`src/rtl/circular_fifo_rev2.sv`:
```
// circular_fifo_rev2
//   Single-clock circular FIFO with chip-select/enable handshake, programmable
//   almost-full/almost-empty thresholds, sticky overflow/underflow flags,
//   synchronous flush, and simultaneous read/write at the full/empty limits.
//
// Ports
//   clk              rising-edge clock
//   reset            synchronous, active-high reset
//   flush            synchronous clear of pointers, count and error flags
//   wr_cs, wr_en     write request when both high
//   data_in          write data
//   rd_cs, rd_en     read request when both high
//   data_out         registered read data, holds when no read is accepted
//   full, empty      occupancy == RAM_DEPTH / occupancy == 0
//   almost_full      occupancy >= AF_LEVEL
//   almost_empty     occupancy <= AE_LEVEL
//   overflow         sticky: write requested while blocked
//   underflow        sticky: read requested while empty
//   data_counter_out current occupancy, 0..RAM_DEPTH
//   wr_pointer_out   next write address
//   rd_pointer_out   next read address
module circular_fifo_rev2 #(
  parameter int unsigned DATA_WIDTH = 8,
  parameter int unsigned ADDR_WIDTH = 2,
  parameter int unsigned RAM_DEPTH  = 1 << ADDR_WIDTH,
  parameter int unsigned AF_LEVEL   = RAM_DEPTH - 1,
  parameter int unsigned AE_LEVEL   = 1
) (
  input  logic                  clk,
  input  logic                  reset,
  input  logic                  flush,
  input  logic                  wr_cs,
  input  logic                  wr_en,
  input  logic [DATA_WIDTH-1:0] data_in,
  input  logic                  rd_cs,
  input  logic                  rd_en,
  output logic [DATA_WIDTH-1:0] data_out,
  output logic                  full,
  output logic                  empty,
  output logic                  almost_full,
  output logic                  almost_empty,
  output logic                  overflow,
  output logic                  underflow,
  output logic [ADDR_WIDTH:0]   data_counter_out,
  output logic [ADDR_WIDTH-1:0] wr_pointer_out,
  output logic [ADDR_WIDTH-1:0] rd_pointer_out
);

  localparam logic [ADDR_WIDTH:0] DEPTH_C = (ADDR_WIDTH+1)'(RAM_DEPTH);
  localparam logic [ADDR_WIDTH:0] AF_C    = (ADDR_WIDTH+1)'(AF_LEVEL);
  localparam logic [ADDR_WIDTH:0] AE_C    = (ADDR_WIDTH+1)'(AE_LEVEL);

  logic [DATA_WIDTH-1:0] mem [RAM_DEPTH];
  logic [ADDR_WIDTH-1:0] wr_ptr;
  logic [ADDR_WIDTH-1:0] rd_ptr;
  logic [ADDR_WIDTH:0]   count;

  logic wr_req, rd_req, wr_ok, rd_ok;

  always_comb begin
    full         = (count == DEPTH_C);
    empty        = (count == '0);
    almost_full  = (count >= AF_C);
    almost_empty = (count <= AE_C);
    wr_req       = wr_cs & wr_en;
    rd_req       = rd_cs & rd_en;
    rd_ok        = rd_req & ~empty;
    // A full FIFO still takes a write when a read frees a slot in the same cycle.
    wr_ok        = wr_req & (~full | rd_ok);
  end

  // Storage has no reset; reset and flush make old words unreachable via pointers.
  always_ff @(posedge clk) begin
    if (!reset && !flush && wr_ok)
      mem[wr_ptr] <= data_in;
  end

  always_ff @(posedge clk) begin
    if (reset) begin
      data_out  <= '0;
      wr_ptr    <= '0;
      rd_ptr    <= '0;
      count     <= '0;
      overflow  <= 1'b0;
      underflow <= 1'b0;
    end else if (flush) begin
      wr_ptr    <= '0;
      rd_ptr    <= '0;
      count     <= '0;
      overflow  <= 1'b0;
      underflow <= 1'b0;
    end else begin
      if (wr_ok)
        wr_ptr <= wr_ptr + 1'b1;
      if (rd_ok) begin
        data_out <= mem[rd_ptr];
        rd_ptr   <= rd_ptr + 1'b1;
      end
      case ({wr_ok, rd_ok})
        2'b10:   count <= count + 1'b1;
        2'b01:   count <= count - 1'b1;
        default: count <= count;
      endcase
      if (wr_req && !wr_ok)
        overflow <= 1'b1;
      if (rd_req && empty)
        underflow <= 1'b1;
    end
  end

  always_comb begin
    data_counter_out = count;
    wr_pointer_out   = wr_ptr;
    rd_pointer_out   = rd_ptr;
  end

endmodule
```
`config.mk`:
```
export PLATFORM = sky130hd
export DESIGN_NAME = circular_fifo_rev2
export DESIGN_NICKNAME = d
export VERILOG_FILES = /design/src/rtl/circular_fifo_rev2.sv
export SDC_FILE = /design/constraint.sdc
export NUM_CORES = 1
export LEC_CHECK = 0
export ABC_AREA = 0
export ABC_CLOCK_PERIOD_IN_PS = 2300
export CAP_MARGIN = 20
export CORE_UTILIZATION = 51
export DETAILED_ROUTE_END_ITERATION = 8
export PLACE_DENSITY = 0.78
export SYNTH_ARGS = -nofsm -noshare
export SYNTH_HDL_FRONTEND = slang
export SYNTH_SLANG_ARGS = --single-unit
```
`constraint.sdc`:
```
create_clock -name clk -period 2.3 [get_ports clk]
set_clock_uncertainty 0.05 [all_clocks]
set_input_delay 0.345 -clock clk [delete_from_list [all_inputs] [get_ports clk]]
set_output_delay 0.345 -clock clk [all_outputs]
set_load 0.01 [all_outputs]
```
==> results of run 1 <==
[sequential cells by signal, summed over array words and instances (netlist names)]
| name | cells |
|---|---|
| mem | 32 |
| data_out | 8 |
| data_counter_out | 3 |
| rd_pointer_out | 2 |
| wr_pointer_out | 2 |
| overflow | 1 |
| underflow | 1 |
[repair_timing]
| item | 4_1_cts | 5_1_grt |
|---|---|---|
| gates resized for setup | 1 | 1 |
| buffers inserted | 0 | 0 |
| endpoints found under the setup margin | 1 | 1 |
[power by group]
part	total, mW	switching (mW)	leakage, nW	internal (mW)
Sequential	0.948	0.00537	0.426	0.943
Clock	0.517	0.272	0.0445	0.245
Combinational	0.115	0.0534	0.422	0.0616
Total	1.58	0.331	0.892	1.25
[synthesized netlist by cell type]
master     n
edfxtp_1  32
dfxtp_1   17
nor2_1    11
ha_1      10
a32o_1     8
mux4_2     8
inv_1      6
and3_1     4
nand2_1    3
xnor2_1    3
a21oi_1    2
clkbuf_1   2
nor2b_1    2
o21ai_0    2
xor2_1     2
a211oi_1   1
a21oi_2    1
a31oi_1    1
a41oi_1    1
and2_1     1
buf_1      1
buf_2      1
buf_6      1
mux2i_1    1
nand2b_1   1
nor2_2     1
nor2_4     1
nor3_1     1
nor3b_2    1
o22ai_1    1
or2_2      1
[cell type report]
cell class	count	area, sq um
clock inverter	1	7.507
inverter	6	22.52
timing repair buffer	46	432.9
multi-input combinational	68	648.1
clock buffer	7	86.33
tap	48	60.06
fill	265	1157
sequential	49	1301
[routing by layer]
metal / share of wire (%) / vias to the layer above
li1: - / 582
met1: 41 / 585
met2: 54 / 40
met3: 4.3 / 2
met4: 0.47 / 0
met5: 0 / -
[logic make-up (layout without fill, tap and decap cells)]
| logic type | count (synthesis) | after routing | share of synthesized area, % |
|---|---|---|---|
| compound gates | 17 | 17 | 6.910 |
| xor+xnor | 5 | 5 | 2.199 |
| fa+ha+maj | 10 | 10 | 6.281 |
| buf+inv | 11 | 60 | 2.512 |
| flops | 49 | 49 | 65.33 |
| mux | 9 | 9 | 9.548 |
| simple gates | 27 | 27 | 7.224 |
[worst min path at each step]
| stage | start | to | cells after the start | slack [ns] |
|---|---|---|---|---|
| 3_5_place_dp | data_out[5] | data_out[5] | 1 | 0.41 |
| 2_1_floorplan | data_in[0] | mem[0][0] | 0 | 0.39 |
| 3_3_place_gp | data_out[4] | data_out[4] | 1 | 0.40 |
| 6_report | data_out[4] | data_out[4] | 1 | 0.42 |
| 4_1_cts | data_out[4] | data_out[4] | 1 | 0.43 |
| 5_1_grt | data_out[5] | data_out[5] | 1 | 0.45 |
[stage by stage]
stage | setup WS [ns] | util (%)
after floorplan | 0.2705 | -
after global placement | 0.2766 | 66.13
after detailed placement | 0.2265 | 66.13
after CTS | 0.04370 | 68.72
after global routing | 0.03577 | 68.86
final | 0.1218 | 68.86
==> flow_summary.ini, run 1 <==
[setup_path]
ff2ff_path_depth = 8
rr_endpoint = data_counter_out[2]
critPathLaunchType = register
critPathBufInv = 2
cp-endpoint = empty
cp_data_required_time_ns = 1.90
reg2reg_setup_slack_ns = 0.23
arrival_ns = 1.78
end_kind = primary output
path_delay_family = buffers and inverters
critical_path.cell_chain = inv_1 > ha_1 > nor2b_4 > clkdlybuf4s50_1
r2r_start = data_counter_out[0]
cpMaxStageDelayCell = clkdlybuf4s50_1
startpoint = data_counter_out[1]
critPathMaxFanout = 6
critical_path.max_stage_delay_ns = 0.57
path_class = register to primary output
crit_cells = 4

[global_routing]
grt_max_degree = 16
grtUsageTotal_pct = 18.98
overflow = 0
met2_usage_pct = 35.79
grt_pass1_wl_mm = 5.651
met3_usage_pct = 4.930
met1_usage_pct = 20.55
grt_pass1_vias = 1228
grt.busiest_layer = met2
grt_antenna_before_repair = 0

[route]
wl_per_cell_um = 16.21
drc_errors = 0
drtPass1Iterations = 4
drt_wl_total_mm = 3.647
num_vias = 1209
ant_nets = 0
vias_per_cell = 5.373
drtIter0Drc = 72

[cells_and_area]
fin_nets = 201
instances_no_fill = 225
drive_gt1_share_pct = 18.08
num_antenna_cells = 0
final_cell_mix = clkdlybuf4s50_1 (35), edfxtp_1 (32), dfxtp_1 (17)
final_common_cell = clkdlybuf4s50_1
syn2layout_area_growth_pct = 28.45
fin_area_sq_um = 2559

[cts]
htreeDepth = 2
cts_buffer_depth = 2
clk_latency_ns = 0.30
cts_sinks = 49
hold_buffers = 0
path_clk_slew_ns = 0.08
cts-buffers-inserted = 5
cts-root-buf = clkbuf_8
cts_tree = built

[worst_hold_path]
hp-class = register to register

[placement]
io_buffers = 35
post_dp_cell_area_sq_um = 2457
dp_cells = 217
gp_congestion = 0.7813
hpwl_mm = 2.643

[power_and_ir_drop]
total_power_mw = 1.580
power_density_nw_per_um2 = 617.4
p_leak_nw = 0.8916
ir_drop_mv = 0.5252

[logic_synthesis]
synth_area_leaders = edfxtp_1 (48%), dfxtp_1 (17%), mux4_2 (9.0%)
netlist.area_leader.share_pct = 48.24
ys_warn_count = 0
syn_nets = 153
synth-seq-cells = 49
synth_area_sq_um = 1992
yosysSeqAreaShare_pct = 65.33
synth_cells = 128
yosysTopAreaCell = edfxtp_1
yosysUniqueCellTypes = 31
syn_area_per_cell_sq_um = 15.56

[sta]
fmax_mhz = 459.1
hold_violations = 0
worstMarginPinSlew_ns = 0.5245
slew_headroom_pct = 64.90
fin_crit_ns = 2.178
rsz0062_at_grt = no
finalSetupTns_ns = 0
setup_viol = 0
slew_viol_final = 0
worst_hold_slack_ns = 0.4221
fin_crit_sh_pct = 94.71

[die]
start_util_pct = 53.60
row_count = 22
ios = 36
dieHeight_um = 64.50
die-width_um = 64.50
die-area_sq_um = 4160
core_area_sq_um = 3716

[run]
max_cap_viol_count = 0

[outcome]
status = finished clean
No activity file was read; power rests on OpenSTA's default activity.
==> inputs of run 2 (changes only) <==
--- a/config.mk
+++ b/config.mk
@@ -7,10 +7,10 @@
 export LEC_CHECK = 0
 export ABC_AREA = 0
 export ABC_CLOCK_PERIOD_IN_PS = 2300
-export CAP_MARGIN = 20
 export CORE_UTILIZATION = 51
 export DETAILED_ROUTE_END_ITERATION = 8
-export PLACE_DENSITY = 0.78
+export PLACE_DENSITY = 0.84
+export SLEW_MARGIN = 20
 export SYNTH_ARGS = -nofsm -noshare
 export SYNTH_HDL_FRONTEND = slang
 export SYNTH_SLANG_ARGS = --single-unit
==> run 2 against run 1 <==
Effect of this change: power increased by 7.5%; routed wire length up 2.3%; core utilization up 0.10 points; combinational power barely moved; final area grew 0.15%; clock power rose by 22%; die area unchanged; first-iteration DRC count shrank 2.8%; non-clock buffer count shrank 3; sequential cell count did not move; critical endpoint unchanged; hold slack better by 0.00059 ns; maximum frequency down 2.1%; critical path type unchanged.
==> flow_summary.ini, run 2 (same netlist as run 1, synthesis figures left out) <==
[sta]
fmax_mhz = 449.3
fin_crit_ns = 2.226
setup_viol = 0
slew_viol_final = 0
worst_hold_slack_ns = 0.4227
worstMarginPinSlew_ns = 0.4041
slew_headroom_pct = 73.06
fin_crit_sh_pct = 96.76
hold_violations = 0
finalSetupTns_ns = 0

[cts]
hold_buffers = 0
clk_latency_ns = 0.30
htreeDepth = 2
cts_resized = 1
cts-buffers-inserted = 5
cts_tree = built
cts-root-buf = clkbuf_8
path_clk_slew_ns = 0.09
cts_buffer_depth = 2
cts_sinks = 49
cts_setup_buffers = 0

[route]
ant_nets = 0
drc_errors = 0
vias_per_cell = 5.518
met1Wirelength_mm = 1.546
wl_met2_mm = 1.900
top_layer_used = met4
num_vias = 1225
drtPass1Iterations = 6
wl_per_cell_um = 16.80
drt_wl_total_mm = 3.730
drtIter0Drc = 70
wl_met3_um = 225

[power_and_ir_drop]
power_density_nw_per_um2 = 662.5
p_leak_nw = 0.8883
total_power_mw = 1.698
ir_drop_mv = 0.4522

[cells_and_area]
num_antenna_cells = 0
fin_nets = 198
largest_reg_flops = 32
final_common_cell = clkdlybuf4s50_1
regMostFlops = mem
final_cell_mix = clkdlybuf4s50_1 (35), edfxtp_1 (32), dfxtp_1 (17)
drive_gt1_share_pct = 17.24
fin_area_sq_um = 2562
instances_no_fill = 222
syn2layout_area_growth_pct = 28.64

[global_routing]
grtUsageTotal_pct = 20.62
grt_pass1_vias = 1320
overflow = 0
grt_antenna_before_repair = 0
grt_max_degree = 16
grt_pass1_wl_mm = 6.196

[placement]
post_dp_cell_area_sq_um = 2435
hpwl_mm = 2.663
gp_congestion = 0.7656
dp_cells = 214
io_buffers = 35

[setup_path]
arrival_ns = 1.83
path_class = register to primary output
end_kind = primary output
cp_data_required_time_ns = 1.90
critPathMaxFanout = 6
critPathLaunchType = register

[worst_hold_path]
hp-class = register to register

[die]
core_area_sq_um = 3716
row_count = 22
die-width_um = 64.50
start_util_pct = 53.60
dieHeight_um = 64.50
die-area_sq_um = 4160
ios = 36

[outcome]
status = finished clean

[run]
max_cap_viol_count = 0
[run 2: cell count changes in the layout (fill, tap and decap cells not counted)]
cell	delta
buf_4	-3
bufinv_16	+1
clkbuf_1	-1
[run 2: area by class of cell]
class	count	area, sq um
inverters	6	22.52
repair buffers	43	410.4
well taps	48	60.06
clock buffers	6	82.58
flip-flops and latches	49	1301
multi-input cells	68	648.1
fillers	248	1154
clock inverters	2	37.54
[run 2: power by group]
part           leakage [nW]  total (mW)  switching (mW)  internal [mW]
Combinational         0.405       0.117          0.0557         0.0613
Clock                0.0574       0.633           0.279          0.353
Sequential            0.426       0.948         0.00511          0.943
[run 2: metal layers]
layer  global-route usage [%]  vias to the layer above
met3                    3.873                        6
met4                    9.167                        0
met5                        0                        -
met2                    35.53                       53
met1                    25.15                      595
li1                         -                      571
[run 2: path summary, 6_finish.rpt]
path / start / endpoint / slack, ns / cells past startpoint
worst max-delay path: data_counter_out[1] / empty / 0.07 / 4
worst min-delay path: data_out[7] / data_out[7] / 0.42 / 1
worst max register to register: data_counter_out[0] / data_counter_out[2] / 0.20 / 9
worst min register to register: data_out[7] / data_out[7] / 0.42 / 1
[run 2: metrics by stage]
stage / setup WS [ns] / utilization, %
final: 0.07444 / 68.96
after detailed placement: 0.1832 / 65.52
after global routing: -0.01289 / 68.96
after floorplan: 0.2705 / -
after CTS: 0.006684 / 68.82
after global placement: 0.2833 / 65.52
[run 2: worst max-delay path: stages, from the launching register on]
cell and delay [ns]:
dfxtp_1 0.34, inv_1 0.16, ha_1 0.22, nor2b_4 0.24
clkdlybuf4s50_1 0.57
==> inputs of run 3 (changes only) <==
--- a/config.mk
+++ b/config.mk
@@ -14,3 +14,4 @@
 export SYNTH_ARGS = -nofsm -noshare
 export SYNTH_HDL_FRONTEND = slang
 export SYNTH_SLANG_ARGS = --single-unit
+export TNS_END_PERCENT = 20
==> results of run 3 <==
The final DEF is identical to that of run 2; final timing and power are the same.
